`config.mk`:
```
export PLATFORM = sky130hd
export DESIGN_NAME = cam_frame_ctrl
export DESIGN_NICKNAME = d
export VERILOG_FILES = /design/src/rtl/cam_frame_ctrl.sv
export SDC_FILE = /design/constraint.sdc
export NUM_CORES = 1
export LEC_CHECK = 0
export CORE_MARGIN = 2
export CORE_UTILIZATION = 40
export CTS_CLUSTER_DIAMETER = 50
export DETAILED_ROUTE_END_ITERATION = 10
export DONT_BUFFER_PORTS = 1
export PLACE_DENSITY = 0.64
export SYNTH_ARGS = -nofsm -noshare
export SYNTH_HDL_FRONTEND = slang
export SYNTH_SLANG_ARGS = --single-unit
```
`constraint.sdc`:
```
create_clock -name r_clk -period 2.3 [get_ports r_clk]
set_input_delay 0.46 -clock r_clk [delete_from_list [all_inputs] [get_ports r_clk]]
set_output_delay 0.46 -clock r_clk [all_outputs]
set_load 0.01 [all_outputs]
```
`src/rtl/cam_frame_ctrl.sv`:
```
// rtl/cam_frame_ctrl.sv - camera frame capture sequencer into a ping-pong image buffer
module cam_frame_ctrl #(
  parameter int H_WIDTH      = 112,
  parameter int V_WIDTH      = 112,
  parameter int ADDR_W       = 14,
  parameter int TIMEOUT_W    = 24,
  parameter int DRAIN_CYCLES = 8
) (
  input  logic              r_clk,
  input  logic              RSTn,
  input  logic              start,
  input  logic              abort,
  output logic              cam_rd_ready,
  input  logic              cam_data_valid,
  input  logic [15:0]       cam_data,
  output logic              buf_we,
  output logic              buf_bank,
  output logic [ADDR_W-1:0] buf_waddr,
  output logic [15:0]       buf_wdata,
  output logic [1:0]        bank_full,
  input  logic [1:0]        bank_release,
  output logic              frame_done,
  output logic              frame_bank,
  output logic              busy,
  output logic              timeout_err
);

  localparam int COL_W = (H_WIDTH > 1) ? $clog2(H_WIDTH) : 1;
  localparam int ROW_W = (V_WIDTH > 1) ? $clog2(V_WIDTH) : 1;
  localparam int DRN_W = $clog2(DRAIN_CYCLES + 1);

  typedef enum logic [1:0] {IDLE, ARM, CAPTURE, DRAIN} state_t;

  state_t                state_q, state_d;
  logic                  pending_q;
  logic                  bank_q;
  logic [1:0]            full_q;
  logic [COL_W-1:0]      col_q;
  logic [ROW_W-1:0]      row_q;
  logic [ADDR_W-1:0]     addr_q;
  logic [TIMEOUT_W-1:0]  wd_q;
  logic [DRN_W-1:0]      drn_q;
  logic                  done_q;
  logic                  fbank_q;
  logic                  terr_q;

  logic active, beat, last_col, last_row, final_beat, wd_expired, launch, drain_end;
  logic [1:0] set_mask;

  // Per-cycle qualifiers shared by the FSM and the datapath.
  always_comb begin
    active     = (state_q == ARM) || (state_q == CAPTURE);
    beat       = active && cam_data_valid;
    last_col   = (col_q == COL_W'(H_WIDTH - 1));
    last_row   = (row_q == ROW_W'(V_WIDTH - 1));
    final_beat = beat && last_col && last_row;
    wd_expired = (wd_q == '1);
    // An abort in IDLE cancels the request rather than racing it into ARM.
    launch     = (state_q == IDLE) && pending_q && (full_q != 2'b11) && !abort;
    drain_end  = (drn_q == DRN_W'(DRAIN_CYCLES - 1));
    set_mask   = final_beat ? (bank_q ? 2'b10 : 2'b01) : 2'b00;
  end

  // State register.
  always_ff @(posedge r_clk) begin
    if (!RSTn) state_q <= IDLE;
    else       state_q <= state_d;
  end

  // Next-state logic; the final word outranks abort and watchdog expiry.
  always_comb begin
    state_d = state_q;
    case (state_q)
      IDLE:          if (launch) state_d = ARM;
      ARM, CAPTURE: begin
        if (final_beat || abort || wd_expired) state_d = DRAIN;
        else if (beat)                         state_d = CAPTURE;
      end
      DRAIN:         if (drain_end) state_d = IDLE;
      default:       state_d = IDLE;
    endcase
  end

  // Outputs; the write path is zero-latency and forced quiet outside ARM/CAPTURE.
  always_comb begin
    cam_rd_ready = active;
    buf_we       = beat;
    buf_wdata    = active ? cam_data : 16'h0000;
    buf_waddr    = active ? addr_q : '0;
    buf_bank     = bank_q;
    busy         = (state_q != IDLE);
    bank_full    = full_q;
    frame_done   = done_q;
    frame_bank   = fbank_q;
    timeout_err  = terr_q;
  end

  // Datapath: request latch, bank ownership, raster counters, watchdog and drain timer.
  always_ff @(posedge r_clk) begin
    if (!RSTn) begin
      pending_q <= 1'b0;
      bank_q    <= 1'b0;
      full_q    <= 2'b00;
      col_q     <= '0;
      row_q     <= '0;
      addr_q    <= '0;
      wd_q      <= '0;
      drn_q     <= '0;
      done_q    <= 1'b0;
      fbank_q   <= 1'b0;
      terr_q    <= 1'b0;
    end else begin
      pending_q <= start | (pending_q & ~launch & ~((state_q == IDLE) & abort));
      // A set in the same cycle as a release of that bank wins.
      full_q    <= (full_q & ~bank_release) | set_mask;
      done_q    <= final_beat;
      if (final_beat) fbank_q <= bank_q;

      if (launch) begin
        bank_q <= full_q[0];
        col_q  <= '0;
        row_q  <= '0;
        addr_q <= '0;
        wd_q   <= '0;
        terr_q <= 1'b0;
      end else if (active) begin
        if (beat) begin
          wd_q   <= '0;
          addr_q <= addr_q + ADDR_W'(1);
          if (last_col) begin
            col_q <= '0;
            row_q <= last_row ? '0 : row_q + ROW_W'(1);
          end else begin
            col_q <= col_q + COL_W'(1);
          end
        end else begin
          wd_q <= wd_q + TIMEOUT_W'(1);
        end
        if (wd_expired && !final_beat) terr_q <= 1'b1;
      end

      if (state_q == DRAIN) drn_q <= drn_q + DRN_W'(1);
      else                  drn_q <= '0;
    end
  end

endmodule

```
Word-level counts from Yosys, hierarchy flattened. Index checks and enable logic that the tools add are counted.

Register bits: 65. Latch bits: 0. Memory bits (writable): 0. ROM bits: 0. Input bits: 23. Output and inout bits: 39. Word-level logic and storage cells: 71. Memories kept: 0.

Add/sub/neg operators: 5. Multiply operators: 0. Divide/modulo/power cells: 0. Order comparisons: 0. Equal/unequal tests: 11. Shifts and indexed selects: 0. Muxes and demuxes: 12. Bitwise logic cells: 10. Reductions and logical operators: 21.

Operator list (number): $add A24 B1 Y24 const B (1); $eq A24 B24 Y1 const B (1); $mux W24 (1); $mux W16 (1); $add A14 B1 Y14 const B (1); $add A7 B1 Y7 const B (2); $eq A7 B7 Y1 const B (2); $mux W14 (1); $mux W7 (2); $mux W2 (6); $logic_and A1 B1 Y1 (7); $ne A2 B2 Y1 const B (3); $pmux W2 S3 (1); $reduce_and A2 Y1 (3); $reduce_and A3 Y1 (2); $add A4 B1 Y4 const B (1); $eq A2 B2 Y1 const B (2); $eq A4 B3 Y1 const B (1); $reduce_or A2 Y1 (2); $and A1 B1 Y1 (3); $logic_or A1 B1 Y1 (3); $ne A3 B3 Y1 const B (1); $not A1 Y1 (3); $and A2 B2 Y2 (1); 7 further kinds (8).

Longest topological paths before layout.
Word-level depth: 9. Gate-level depth with buffers: 8. Depth with buffers taken out: 8.

Worst setup path before layout. Ideal clock, no wire load.

Path kind: flip-flop to flip-flop. Start: register state_q[1]. End: register state_q[0]. Library setup time: 0.087 ns. Data arrival time: 1.933 ns. Data required time: 2.213 ns. Slack: 0.280 ns. Stages on the path, launching flop included: 8. Path buffers: 0. Period minus slack after synthesis: 2.020 ns. Path through: dfxtp_1 > inv_1 > ha_1 > nand2_2 > nor3_4 > nand4b_1 > a311o_1 > o31ai_1.

Word-level cells in the longest chain between the ends: 9. Elaborated cells on any way between the ends: 20. Classes of those cells: eq/ne (6); mux (2); reduce/logical (12).

RTL lines: start: declaration (RTL line 34) `state_t state_q, state_d;`; start signal: assignment (RTL line 67) `else state_q <= state_d;`; $eq A2 B1 Y1 or $eq A2 B2 Y1 (tied branches) (RTL line 52) `active = (state_q == ARM) || (state_q == CAPTURE);`; $logic_or A1 B1 Y1 (*) (RTL line 52); named net cam_rd_ready (RTL line 13) `output logic cam_rd_ready,`; $logic_and A1 B1 Y1 (*) (RTL line 53) `beat = active && cam_data_valid;`; $logic_and A1 B1 Y1 (2 in a row) (RTL line 56) `final_beat = beat && last_col && last_row;`; $logic_or A1 B1 Y1 (2 in a row) (RTL line 76) `if (final_beat || abort || wd_expired) state_d = DRAIN;`; $ne A3 B3 Y1 (no line) or $mux W2 (tied branches); $reduce_and A3 Y1 (no line) or $pmux W2 S3 (tied branches).

The timed path passes the listed nets; every way through them passes the cells marked *. A chain may end at the register's enable or synchronous reset.

Final worst setup path.
Start: register state_q[0]. End: output buf_waddr[6].

Word-level cells in the longest chain between the ends: 3. Elaborated cells on any way between the ends: 4. Classes of those cells: eq/ne (2); mux (1); reduce/logical (1).

RTL lines: $eq A2 B1 Y1 or $eq A2 B2 Y1 (tied branches) (RTL line 52); $logic_or A1 B1 Y1 (*) (RTL line 52); $mux W14 (*) (RTL line 89) `buf_waddr = active ? addr_q : '0;`; end: declaration (RTL line 18) `output logic [ADDR_W-1:0] buf_waddr,`.

Mark *: on every way between the ends. The rest lies on a longest branch, timed or not.

==> run_results.csv <==
group,metric,value,unit
floorplanning,fp.coreArea,7292,um^2
clock_network,post-cts-setup-buffers,0,
routing,wl_met3,237,um
clock_network,htreeDepth,3,
yosys,synth_warnings,0,
pwr,p_per_area,911.3,nW/um^2
clock_network,clkTransAtPathRegs,0.07,ns
yosys,synth_ff_type,"dfxtp_1",
critical_path,cp-end-kind,"output pin",
final_layout,fin_nets,394,
min_path,hp-class,"in -> reg",
floorplanning,die_area,8285,um^2
critical_path,cp_max_fo,19,
sta,min_period,2.165,ns
pwr,p_int,2.160,mW
pwr,p_switching,970.3,uW
clock_network,cts_tree,"yes",
critical_path,startpoint_type,"flop",
sta,skew,0.006674,ns
final_layout,antennaDiodeCount,0,
floorplanning,start_util,41.54,%
clock_network,clock_path_buffers,2,
critical_path,required,1.84,ns
placement,postPlaceCellArea,3186,um^2
pwr,clockPowerShare,37.2,%
yosys,synth.avg_cell_area,8.581,um^2
grt,grt_pass1_vias,2211,
pwr,p_leak,1.273,nW
floorplanning,die_w,91.02,um
final_layout,layout_commonest_cell,"dfxtp_1",
routing,wl_met1,2653,um
grt,grt_overflow,0,
critical_path,worstPathCellList,"inv_1, ha_2, buf_6, buf_4, and2_1",
final_layout,synthToLayoutAreaGrowth,13.38,%
sta,max_freq,0.4619,GHz
sta,slew_headroom,64.90,%
pwr,pwr-share-seq,38.8,%
sta,finalSetupViolations,0,
routing,num_vias,2338,
sta,finalHoldViolations,0,
min_path,hp-start,"start",
yosys,synth_area,3029,um^2
final_layout,nFillCells,736,
grt,grt_pass1_wl,9770,um
final_layout,drive_gt1_share,9.756,%
pwr,power,3.130,mW
placement,dp_hpwl,4115,um
yosys,syn-num-nets,383,
pwr,switching_share,31.00,%
yosys,netlist_instances,353,
grt,grt_max_degree,23,
pwr,ir_drop,440.1,uV
sta,fin_crit_sh,94.13,%
critical_path,reg2reg_from,"state_q[0]",
clock_network,clock_sinks,65,
placement,gp_congestion,0.7549,
routing,met2_length,2725,um
final_layout,layout_common_cells,"65 x dfxtp_1, 59 x nor2_1, 33 x and2_1",
sta,setup_tns,0,ns
final_layout,postLayoutCellArea,3435,um^2
grt,grt_use_total,14.39,%
critical_path,slowest_stage,"ha_2",
floorplanning,pin_count,62,
routing,firstDrtPassIters,4,
yosys,ys_seq_area_share,42.96,%
yosys,ys_types,42,
critical_path,critPathArrivalTime,1.70,ns
outcome,status,"finished, final reports clean",
floorplanning,fp.dieH,91.02,um
pwr,combinationalPowerShare,24.0,%
routing,top_layer_used,"met4",
clock_network,cts_buffers,9,
job,drv_cap,0,
floorplanning,num_rows,31,
yosys,synth-seq-cells,65,
routing,drt_iter0_drc,72,
clock_network,insertion_delay,0.34,ns
placement,portBuffers,0,
routing,wl_per_cell,12.15,um
sta,final_max_slew_viol_count,0,
routing,drc,0,
critical_path,startpoint,"state_q[0]",
routing,routed_wl,5685,um
routing,vias_per_cell,4.996,
grt,antenna_found_initial,0,
clock_network,cts-hold-fix-buffers,0,
critical_path,crit_type,"reg -> out",
yosys,async_reset_ff_share,0,%
yosys,synth_edf_count,0,
sta,rsz0062_at_grt,"no",
critical_path,slowest_delay,0.37,ns
sta,tightest_slew,0.5224,ns
clock_network,clockRootBuffer,"clkbuf_8",
routing,antenna_left,0,
==> kinds of logic (layout without fill, tap and decap cells) <==
logic type	count (synthesis)	count (layout)	share of synthesized area [%]
compound gates	31	31	6.650
simple gates	180	180	31.02
mux	4	4	1.322
flops	65	65	42.96
fa+ha+maj	7	7	2.891
buf+inv	24	40	3.015
xor+xnor	42	42	12.14
==> per-stage QoR <==
stage / worst slack, ns / util (%) / instances / hold slack (ns)
after global placement: 0.2640 / 43.69 / 452 / 0.4311
after detailed placement: 0.2148 / 43.69 / 452 / 0.4501
final: 0.1351 / 47.10 / 468 / 0.2395
after global routing: 0.001890 / 47.10 / 468 / 0.2225
after CTS: 0.07635 / 47.01 / 468 / 0.2244
after floorplan: 0.2803 / - / 353 / 0.4176
==> worst paths after layout <==
kind / endpoint / slack, ns / depth (start not counted)
max: buf_waddr[6] / 0.14 / 5
min: pending_q / 0.24 / 2
max reg2reg: wd_q[21] / 0.22 / 7
min reg2reg: drn_q[0] / 0.46 / 1
==> synthesized netlist by cell type (3+ instances only) <==
cell / n / area [um^2]
dfxtp_1: 65 / 1301
nor2_1: 59 / 221.5
and2_1: 33 / 206.5
nand2_1: 26 / 97.59
xor2_1: 24 / 210.2
xnor2_1: 18 / 157.7
inv_1: 14 / 52.55
nand4_1: 13 / 81.33
a21oi_1: 11 / 55.05
nand3_1: 10 / 50.05
clkbuf_1: 8 / 30.03
and3_1: 7 / 43.79
ha_1: 7 / 87.58
nor3_1: 7 / 35.03
o21ai_0: 6 / 30.03
or3_1: 6 / 37.54
mux2i_1: 4 / 40.04
and4_1: 3 / 26.28
==> registers in the layout, summed over array words and instances (netlist names) <==
name,cells
addr_q,14
bank_full,2
buf_bank,1
col_q,7
drn_q,4
frame_bank,1
frame_done,1
pending_q,1
row_q,7
state_q,2
timeout_err,1
wd_q,24
==> layout make-up <==
class                   instances  area [um^2]  share of cell area [%]
multi-input cells             264         1639                   47.72
flip-flops and latches         65         1301                   37.89
clock inverters                 7        118.9                   3.461
well taps                      99        123.9                   3.607
clock buffers                   9        123.9                   3.607
inverters                      15        56.30                   1.639
repair buffers                  9        71.32                   2.077
==> critical path: cells and delay by family (launching register included) <==
family | cells | cell delay (ns)
simple gates | 1 | 0.20
buf+inv | 3 | 0.43
flops | 1 | 0.35
fa+ha+maj | 1 | 0.37
==> repair_timing <==
action,in CTS,in global routing
endpoints found under the setup margin,0,18
resized for setup,0,2
hold endpoints to repair,0,0
==> power groups by stage <==
stage	logic, mW	clock network (mW)	registers [mW]
3_5_place_dp	0.736	0	1.24
6_report	0.752	1.16	1.21
2_1_floorplan	0.563	0	1.23
4_1_cts	0.737	1.19	1.21
3_3_place_gp	0.723	0	1.24
5_1_grt	0.834	1.24	1.22
==> per-layer routing <==
layer | track usage (%) | vias to the layer above
met5 | 0 | -
met4 | 6.944 | 0
met2 | 23.58 | 45
met1 | 17.02 | 1076
li1 | - | 1211
met3 | 4.564 | 6
Power figures use the tool's default switching activity.
